[config.mk]
export PLATFORM = sky130hd
export DESIGN_NAME = neuron_term_loader
export DESIGN_NICKNAME = d
export VERILOG_FILES = /design/src/rtl/neuron_pkg.sv /design/src/rtl/fx_mul_narrow.sv /design/src/rtl/neuron_term_loader.sv
export SDC_FILE = /design/constraint.sdc
export NUM_CORES = 2
export LEC_CHECK = 0
export ABC_CLOCK_PERIOD_IN_PS = 19600
export CORE_MARGIN = 5
export CORE_UTILIZATION = 29
export CTS_CLUSTER_DIAMETER = 150
export CTS_CLUSTER_SIZE = 8
export DETAILED_ROUTE_END_ITERATION = 10
export SYNTH_ARGS = -nofsm -noshare
export SYNTH_HDL_FRONTEND = slang
export SYNTH_HIERARCHICAL = 1
export SYNTH_SLANG_ARGS = --single-unit
export TNS_END_PERCENT = 50
[constraint.sdc]
create_clock -name clk -period 19.6 [get_ports clk]
set_input_delay 5.88 -clock clk [delete_from_list [all_inputs] [get_ports clk]]
set_output_delay 5.88 -clock clk [all_outputs]
set_load 0.03 [all_outputs]
[src/rtl/neuron_pkg.sv]
// rtl/neuron_pkg.sv - shared widths, term types and loader state encoding
//
// Purpose: constants and types common to neuron_term_loader and summer.
// Ports: none (package).
// Configuration macro: NEURON_TERM_SAT_EN (consumed by fx_mul_narrow only).

package neuron_pkg;

  localparam int N_INPUTS  = 32;
  localparam int DATA_W    = 32;
  localparam int FRAC_BITS = 16;
  localparam int SUM_W     = 64;
  localparam int IDX_W     = $clog2(N_INPUTS + 1);

  typedef logic signed [DATA_W-1:0] term_t;
  typedef term_t [N_INPUTS:0]       term_vec_t;

  typedef enum logic [1:0] {
    ST_LOAD  = 2'd0,
    ST_DRAIN = 2'd1,
    ST_FULL  = 2'd2
  } state_t;

endpackage

[src/rtl/fx_mul_narrow.sv]
// rtl/fx_mul_narrow.sv - combinational Q-format multiply, floor shift and narrow
//
// Purpose: y = floor((a * b) / 2^FRAC_BITS), narrowed to DATA_W bits.
// Ports:
//   i_a  in  DATA_W  signed multiplicand
//   i_b  in  DATA_W  signed multiplier
//   o_y  out DATA_W  narrowed product
// Configuration macro: NEURON_TERM_SAT_EN
//   defined   -> result saturates to the signed DATA_W range
//   undefined -> low DATA_W bits are kept (wraps)

module fx_mul_narrow
  import neuron_pkg::*;
(
  input  logic [DATA_W-1:0] i_a,
  input  logic [DATA_W-1:0] i_b,
  output logic [DATA_W-1:0] o_y
);

  logic signed [2*DATA_W-1:0] w_prod;
  logic signed [2*DATA_W-1:0] w_shift;

  assign w_prod  = $signed(i_a) * $signed(i_b);
  // Arithmetic shift of a two's complement value rounds toward -inf (floor).
  assign w_shift = w_prod >>> FRAC_BITS;

`ifdef NEURON_TERM_SAT_EN
  // The value fits in DATA_W bits only if the top DATA_W+1 bits are all copies
  // of the sign; otherwise clamp in the direction of the sign.
  logic [DATA_W:0] w_hi;
  assign w_hi = w_shift[2*DATA_W-1:DATA_W-1];

  always_comb begin
    o_y = w_shift[DATA_W-1:0];
    if (!((&w_hi) || (~|w_hi))) begin
      if (w_hi[DATA_W]) o_y = {1'b1, {(DATA_W-1){1'b0}}};
      else              o_y = {1'b0, {(DATA_W-1){1'b1}}};
    end
  end
`else
  logic w_unused_hi;
  assign w_unused_hi = ^w_shift[2*DATA_W-1:DATA_W];
  assign o_y         = w_shift[DATA_W-1:0];
`endif

endmodule

[src/rtl/neuron_term_loader.sv]
// rtl/neuron_term_loader.sv - serial loader building the 33-term neuron vector
//
// Purpose: accepts one (x, w) pair per handshake, multiplies it through a
// one-entry stage into a term bank, takes the bias as the last element and
// presents the whole vector with a valid/ready handshake.
// Ports:
//   clk        in   1                          rising-edge clock
//   rst_n      in   1                          asynchronous active-low reset
//   flush      in   1                          drop partial vector (ignored when full)
//   in_valid   in   1                          pair / bias present
//   in_ready   out  1                          loader accepts (state decode)
//   in_x       in   DATA_W                     activation, or bias at last index
//   in_w       in   DATA_W                     weight, ignored for bias
//   out_valid  out  1                          full vector available
//   out_ready  in   1                          downstream takes vector
//   out_terms  out  [N_INPUTS:0][DATA_W-1:0]   term vector, top element is bias
// Configuration macro: NEURON_TERM_SAT_EN (see fx_mul_narrow).

module neuron_term_loader
  import neuron_pkg::*;
(
  input  logic                           clk,
  input  logic                           rst_n,
  input  logic                           flush,
  input  logic                           in_valid,
  output logic                           in_ready,
  input  logic [DATA_W-1:0]              in_x,
  input  logic [DATA_W-1:0]              in_w,
  output logic                           out_valid,
  input  logic                           out_ready,
  output logic [N_INPUTS:0][DATA_W-1:0]  out_terms
);

  localparam logic [IDX_W-1:0] LAST_IDX = IDX_W'(N_INPUTS);

  state_t           r_state;
  logic [IDX_W-1:0] r_idx;
  logic             r_stg_vld;
  logic [DATA_W-1:0] r_stg_x;
  logic [DATA_W-1:0] r_stg_w;
  logic [IDX_W-1:0] r_stg_idx;
  term_vec_t        r_terms;

  logic              w_accept;
  logic              w_flush_act;
  logic [DATA_W-1:0] w_prod;
  logic [DATA_W-1:0] w_term;

  fx_mul_narrow u_mul (
    .i_a (r_stg_x),
    .i_b (r_stg_w),
    .o_y (w_prod)
  );

  assign in_ready    = (r_state == ST_LOAD);
  assign out_valid   = (r_state == ST_FULL);
  assign out_terms   = r_terms;
  assign w_accept    = in_valid & in_ready;
  // A presented vector is never retracted, so flush only acts before FULL.
  assign w_flush_act = flush & (r_state != ST_FULL);
  assign w_term      = (r_stg_idx == LAST_IDX) ? r_stg_x : w_prod;

  always_ff @(posedge clk or negedge rst_n) begin
    if (!rst_n) begin
      r_state   <= ST_LOAD;
      r_idx     <= '0;
      r_stg_vld <= 1'b0;
      r_stg_x   <= '0;
      r_stg_w   <= '0;
      r_stg_idx <= '0;
      r_terms   <= '0;
    end else if (w_flush_act) begin
      // The pending stage entry is discarded, not written.
      r_state   <= ST_LOAD;
      r_idx     <= '0;
      r_stg_vld <= 1'b0;
    end else begin
      r_stg_vld <= w_accept;
      if (r_stg_vld) r_terms[r_stg_idx] <= w_term;
      case (r_state)
        ST_LOAD: begin
          if (w_accept) begin
            r_stg_x   <= in_x;
            r_stg_w   <= in_w;
            r_stg_idx <= r_idx;
            r_idx     <= r_idx + 1'b1;
            if (r_idx == LAST_IDX) r_state <= ST_DRAIN;
          end
        end
        // The bias sits in the stage during DRAIN and is written this edge.
        ST_DRAIN: r_state <= ST_FULL;
        ST_FULL: begin
          if (out_ready) begin
            r_state <= ST_LOAD;
            r_idx   <= '0;
          end
        end
        default: r_state <= ST_LOAD;
      endcase
    end
  end

endmodule

# Yosys cells after proc, flatten, opt, wreduce, memory -nomap -nowiden
# Index checks and enable logic that the tools add are counted.
# totals
output_inout_bits,1058
word_cells,75
ff_bits,1135
# classes
n_bitwise,3
reduce_logical,7
add_sub_neg,1
mul,1
n_mux,14
n_eq_ne,8
n_lt_le_gt_ge,2
# op_table
op,n
$bwmux W1056,1
$demux W32 S6,1
$mux W32,2
$mul A32 B32 Y48,1
$mux W6,3
$eq A6 B6 Y1 const B,2
$pmux W6 S2,1
$ne A3 B1 Y1 const B,3
$reduce_and A3 Y1,3
$mux W2,4
$lt A6 B7 Y1 const B,1
$add A6 B1 Y6 const B,1
$ge A6 B1 Y1 const B,1
$pmux W2 S3,1
$reduce_bool A3 Y1,1
$and A1 B1 Y1,2
$eq A2 B1 Y1 const B,1
$eq A2 B2 Y1 const B,1
$logic_not A2 Y1,1
$ne A2 B2 Y1 const B,1
$reduce_and A2 Y1,1
$logic_and A1 B1 Y1,1
$mux W1,1
$not A1 Y1,1

# Depth between registers and ports, before layout
# logic_depth
ltp_word,5
mapped_depth,33

# Cells and area by module
# The synthesis kept the hierarchy.
# by_module_without_submodules
module,n_inst,area_each_um2,cells_each
neuron_term_loader,1,41402.2,3752
fx_mul_narrow,1,28638.7,3083

# Least setup slack after synthesis
# No wires, ideal clock.
# synth_timing
path_type,register to register
start,register r_stg_x[31]
end,"register r_terms, in the netlist out_terms[127]"
n_path_buf,2
setup_time_ps,137
setup_slack_ps,11994
path_stages_with_launch,29
period_less_slack_ps,7606
t_arrival_ps,7469
cell_sequence,dfrtp_1 -> clkbuf_1 -> nand2_1 -> inv_1 -> fa_1 -> fa_1 -> fa_1 -> inv_1 -> fa_1 -> inv_1 -> fa_1 -> fa_1 -> fa_1 -> inv_1 -> fa_1 -> inv_1 -> ha_1 -> a21o_1 -> a21o_1 -> a21oi_1 -> o21bai_1 -> a21o_1 -> nor3_1 -> a21oi_2 -> a21oi_1 -> xnor2_1 -> mux2i_1 -> clkbuf_1 -> a21oi_1
# synth_between
elab_chain_len,3
# synth_rtl
item,line,text
start: declaration,neuron_term_loader.sv:39,logic [DATA_W-1:0] r_stg_x;
start signal: assignment,neuron_term_loader.sv:83,r_stg_x <= in_x;
$mul A32 B32 Y48,fx_mul_narrow.sv:23,assign w_prod = $signed(i_a) * $signed(i_b);
via w_prod[31],neuron_term_loader.sv:46,logic [DATA_W-1:0] w_prod;
$mux W32,neuron_term_loader.sv:61,assign w_term = (r_stg_idx == LAST_IDX) ? r_stg_x : w_prod;
$bwmux W1056,neuron_term_loader.sv:79,if (r_stg_vld) r_terms[r_stg_idx] <= w_term;
end signal: indexed assignment,neuron_term_loader.sv:79,
end: declaration,neuron_term_loader.sv:42,term_vec_t r_terms;
# The timed path passes the listed nets, and every way through them passes these cells.
# A chain may end at the register's enable or synchronous reset.

# Final worst setup path
# layout_timing
start,register r_state[0]
end,output port out_valid
# layout_between
elab_chain_len,1
# layout_rtl
item,line,text
start: declaration,neuron_term_loader.sv:36,state_t r_state;
start signal: assignment,neuron_term_loader.sv:65,r_state <= ST_LOAD;
start signal: assignment,neuron_term_loader.sv:74,r_state <= ST_LOAD;
start signal: assignment,neuron_term_loader.sv:87,if (r_idx == LAST_IDX) r_state <= ST_DRAIN;
$eq A2 B2 Y1,neuron_term_loader.sv:56,assign out_valid = (r_state == ST_FULL);
end: declaration,neuron_term_loader.sv:29,"output logic out_valid,"
# Every way passes these cells.

==> flow_summary.json <==
{
  "outcome": "finished clean",
  "hold_viol_final": 0,
  "synth_compound_area_frac": 0.0965,
  "vias": 52800,
  "nets": 8847,
  "gp_congestion": 0.918,
  "path_clk_slew_ns": 0.05,
  "synthMuxAreaShare": 0.0184,
  "cts_buffers": 160,
  "postCtsSetupRepairBufs": 0,
  "synthArstFlopShare": 1.00,
  "io_buffers": 1126,
  "die-area_um2": 251000,
  "synth.avg_cell_area_um2": 10.2,
  "required_ns": 13.72,
  "fmax_ghz": 0.102,
  "drt-total-wl_um": 279000,
  "drt_iter0_drc": 3944,
  "fin_ws_ns": 9.79,
  "synth_nets": 7907,
  "place_ws_ns": 10.00,
  "rr_worst_depth": 23,
  "clock_latency_ns": 0.83,
  "worstReg2RegEnd": "out_terms[665]$_DFFE_PN0P_",
  "syn_inst": 6835,
  "worstPathMaxFanout": 23,
  "ys_types": 72,
  "grt_max_degree": 197,
  "finalCriticalPeriod_ns": 9.81,
  "synth_xor_xnor_area_share": 0.00938,
  "cts.sinks": 1135,
  "synthFlopType": "dfrtp_1",
  "finalSetupTns_ns": 0,
  "startpoint_type": "register",
  "hold_class": "register to register",
  "slew_viol_final": 0,
  "synth-simple-area-share": 0.129,
  "tightest_slew_ns": 1.23,
  "slew_headroom": 0.159,
  "holdWs_ns": 0.473,
  "ioPinCount": 1127,
  "min_from": "out_terms[393]$_DFFE_PN0P_",
  "max-cap-violations": 0,
  "cts_max_path_buffers": 3,
  "ant_nets": 0,
  "holdBufCountCts": 0,
  "placed_area_um2": 85100,
  "via_per_inst": 4.80,
  "initial_core_util": 0.291,
  "synth-edff-count": 0,
  "post-route-period-util": 0.500,
  "rows": 180,
  "drc_errors": 0,
  "synth_top_family_by_area": "adder cells",
  "first_pass_iters": 8,
  "worstSetupStartpoint": "r_state[0]$_DFFE_PN0P_",
  "grt_pass1_vias": 55500,
  "yosysSeqAreaShare": 0.406,
  "rsz0062_at_grt": "no",
  "post_cts_resized": 0,
  "core_um2": 241000,
  "hpwl_um": 196000,
  "crit_type": "register to output pin",
  "critical_path_arrival_ns": 3.93,
  "synth_area_um2": 70000,
  "overflow": 0,
  "areaGrowthSynthToFinish_pct": 27.9,
  "h-tree-depth": 4,
  "grt_usage": 0.218,
  "ys_warn_count": 6,
  "drive_above_1_share": 0.0713,
  "r2r_start": "r_stg_x[11]$_DFFE_PN0P_",
  "endpoint": "out_valid",
  "die_x_um": 501,
  "die_y_um": 501,
  "clockRootBuffer": "clkbuf_16",
  "synthAdderAreaFrac": 0.269,
  "grt_pass1_wl_um": 398000,
  "setup_viol": 0,
  "cts_tree": "built",
  "final_cell_area_um2": 89600,
  "antenna_found_initial": 41,
  "clock_skew_ns": 0.0784,
  "ys_seq_elements": 1135,
  "drt-wirelength-per-cell_um": 25.3,
  "r2r_slack_ns": 9.89,
  "endpoint_kind": "output pin"
}
-- worst min-delay path by stage --
stage                                 end  slack, ns  cells past startpoint
6_report       out_terms[393]$_DFFE_PN0P_       0.47                      2
5_1_grt         out_terms[41]$_DFFE_PN0P_       0.49                      2
4_1_cts        out_terms[335]$_DFFE_PN0P_       0.48                      2
3_5_place_dp   out_terms[783]$_DFFE_PN0P_       0.47                      2
3_3_place_gp    out_terms[94]$_DFFE_PN0P_       0.46                      2
2_1_floorplan      r_state[0]$_DFFE_PN0P_       0.46                      1
-- placed cells by master, fill, tap and decap left out, types with 9 or more instances in the layout --
cell,count
xor2_1,21
nor3_1,9
ha_1,165
mux2i_4,32
nand2_1,972
diode_2,28
and2_1,461
a21oi_2,54
a21oi_1,495
xnor2_1,54
inv_1,788
a2111oi_4,17
clkbuf_16,162
mux2_2,86
clkdlybuf4s50_1,1124
nand3_1,9
buf_4,139
nor2b_1,13
o21ai_0,546
a21o_1,12
dfrtp_1,1131
fa_1,838
o2111ai_4,17
nor2_1,528
-- per-layer routing --
layer	share of wire	GRT usage
met1	0.38	0.262
met2	0.48	0.357
met3	0.087	0.0608
met4	0.053	0.116
met5	0.000047	0
-- flip-flops by register name, summed over array words and instances, names as in the netlist --
register,count
r_stg_x,32
out_terms,1056
r_stg_w,32
r_state,2
r_stg_vld,1
r_stg_idx,6
r_idx,6
-- cells by family after synthesis --
| group | after synthesis |
|---|---|
| buffers and inverters | 1282 |
| xor gates and xnor gates | 75 |
| muxes | 118 |
| and+or+nand+nor | 2042 |
| AOI/OAI and AO/OA | 1180 |
| DFF | 1135 |
| adders and majority gates | 1003 |
-- final cells by class --
type | count | area (µm²)
fill | 23700 | 151000
multi-input combinational | 4418 | 37300
sequential | 1135 | 28400
timing repair buffer | 1269 | 12400
clock buffer | 169 | 4110
tap | 3185 | 3990
inverter | 791 | 2970
clock inverter | 13 | 308
antenna | 28 | 70.1
-- metrics by stage --
stage	utilization	std cells
after detailed placement	0.354	10800
final	0.372	11000
after global routing	0.372	11000
after floorplan	-	6835
after global placement	0.354	10800
after CTS	0.372	11000
-- cell usage after synthesis, drive strengths merged, types with 13 or more instances --
cell     number  share of area
xor2         21         0.0026
nor2b        14         0.0014
nor2        529          0.028
nand2       975          0.052
buf         108         0.0090
o2111ai      18         0.0023
xnor2        54         0.0068
a2111oi      18         0.0068
a21o         13         0.0014
a21oi       549          0.042
inv         790          0.042
fa          838           0.24
mux2         86          0.014
dfrtp      1135           0.41
clkbuf      383          0.021
and2        461          0.041
mux2i        32         0.0046
o21ai       549          0.039
ha          165          0.029
-- critical path: stages (launching register included) --
cell and delay, ns:
dfrtp_1 0.43, nand2b_2 0.65, inv_2 0.90, clkdlybuf4s50_1 1.09
Power is not shown: default switching activity piles up to over one toggle a cycle in this logic, so the estimate is an artifact.
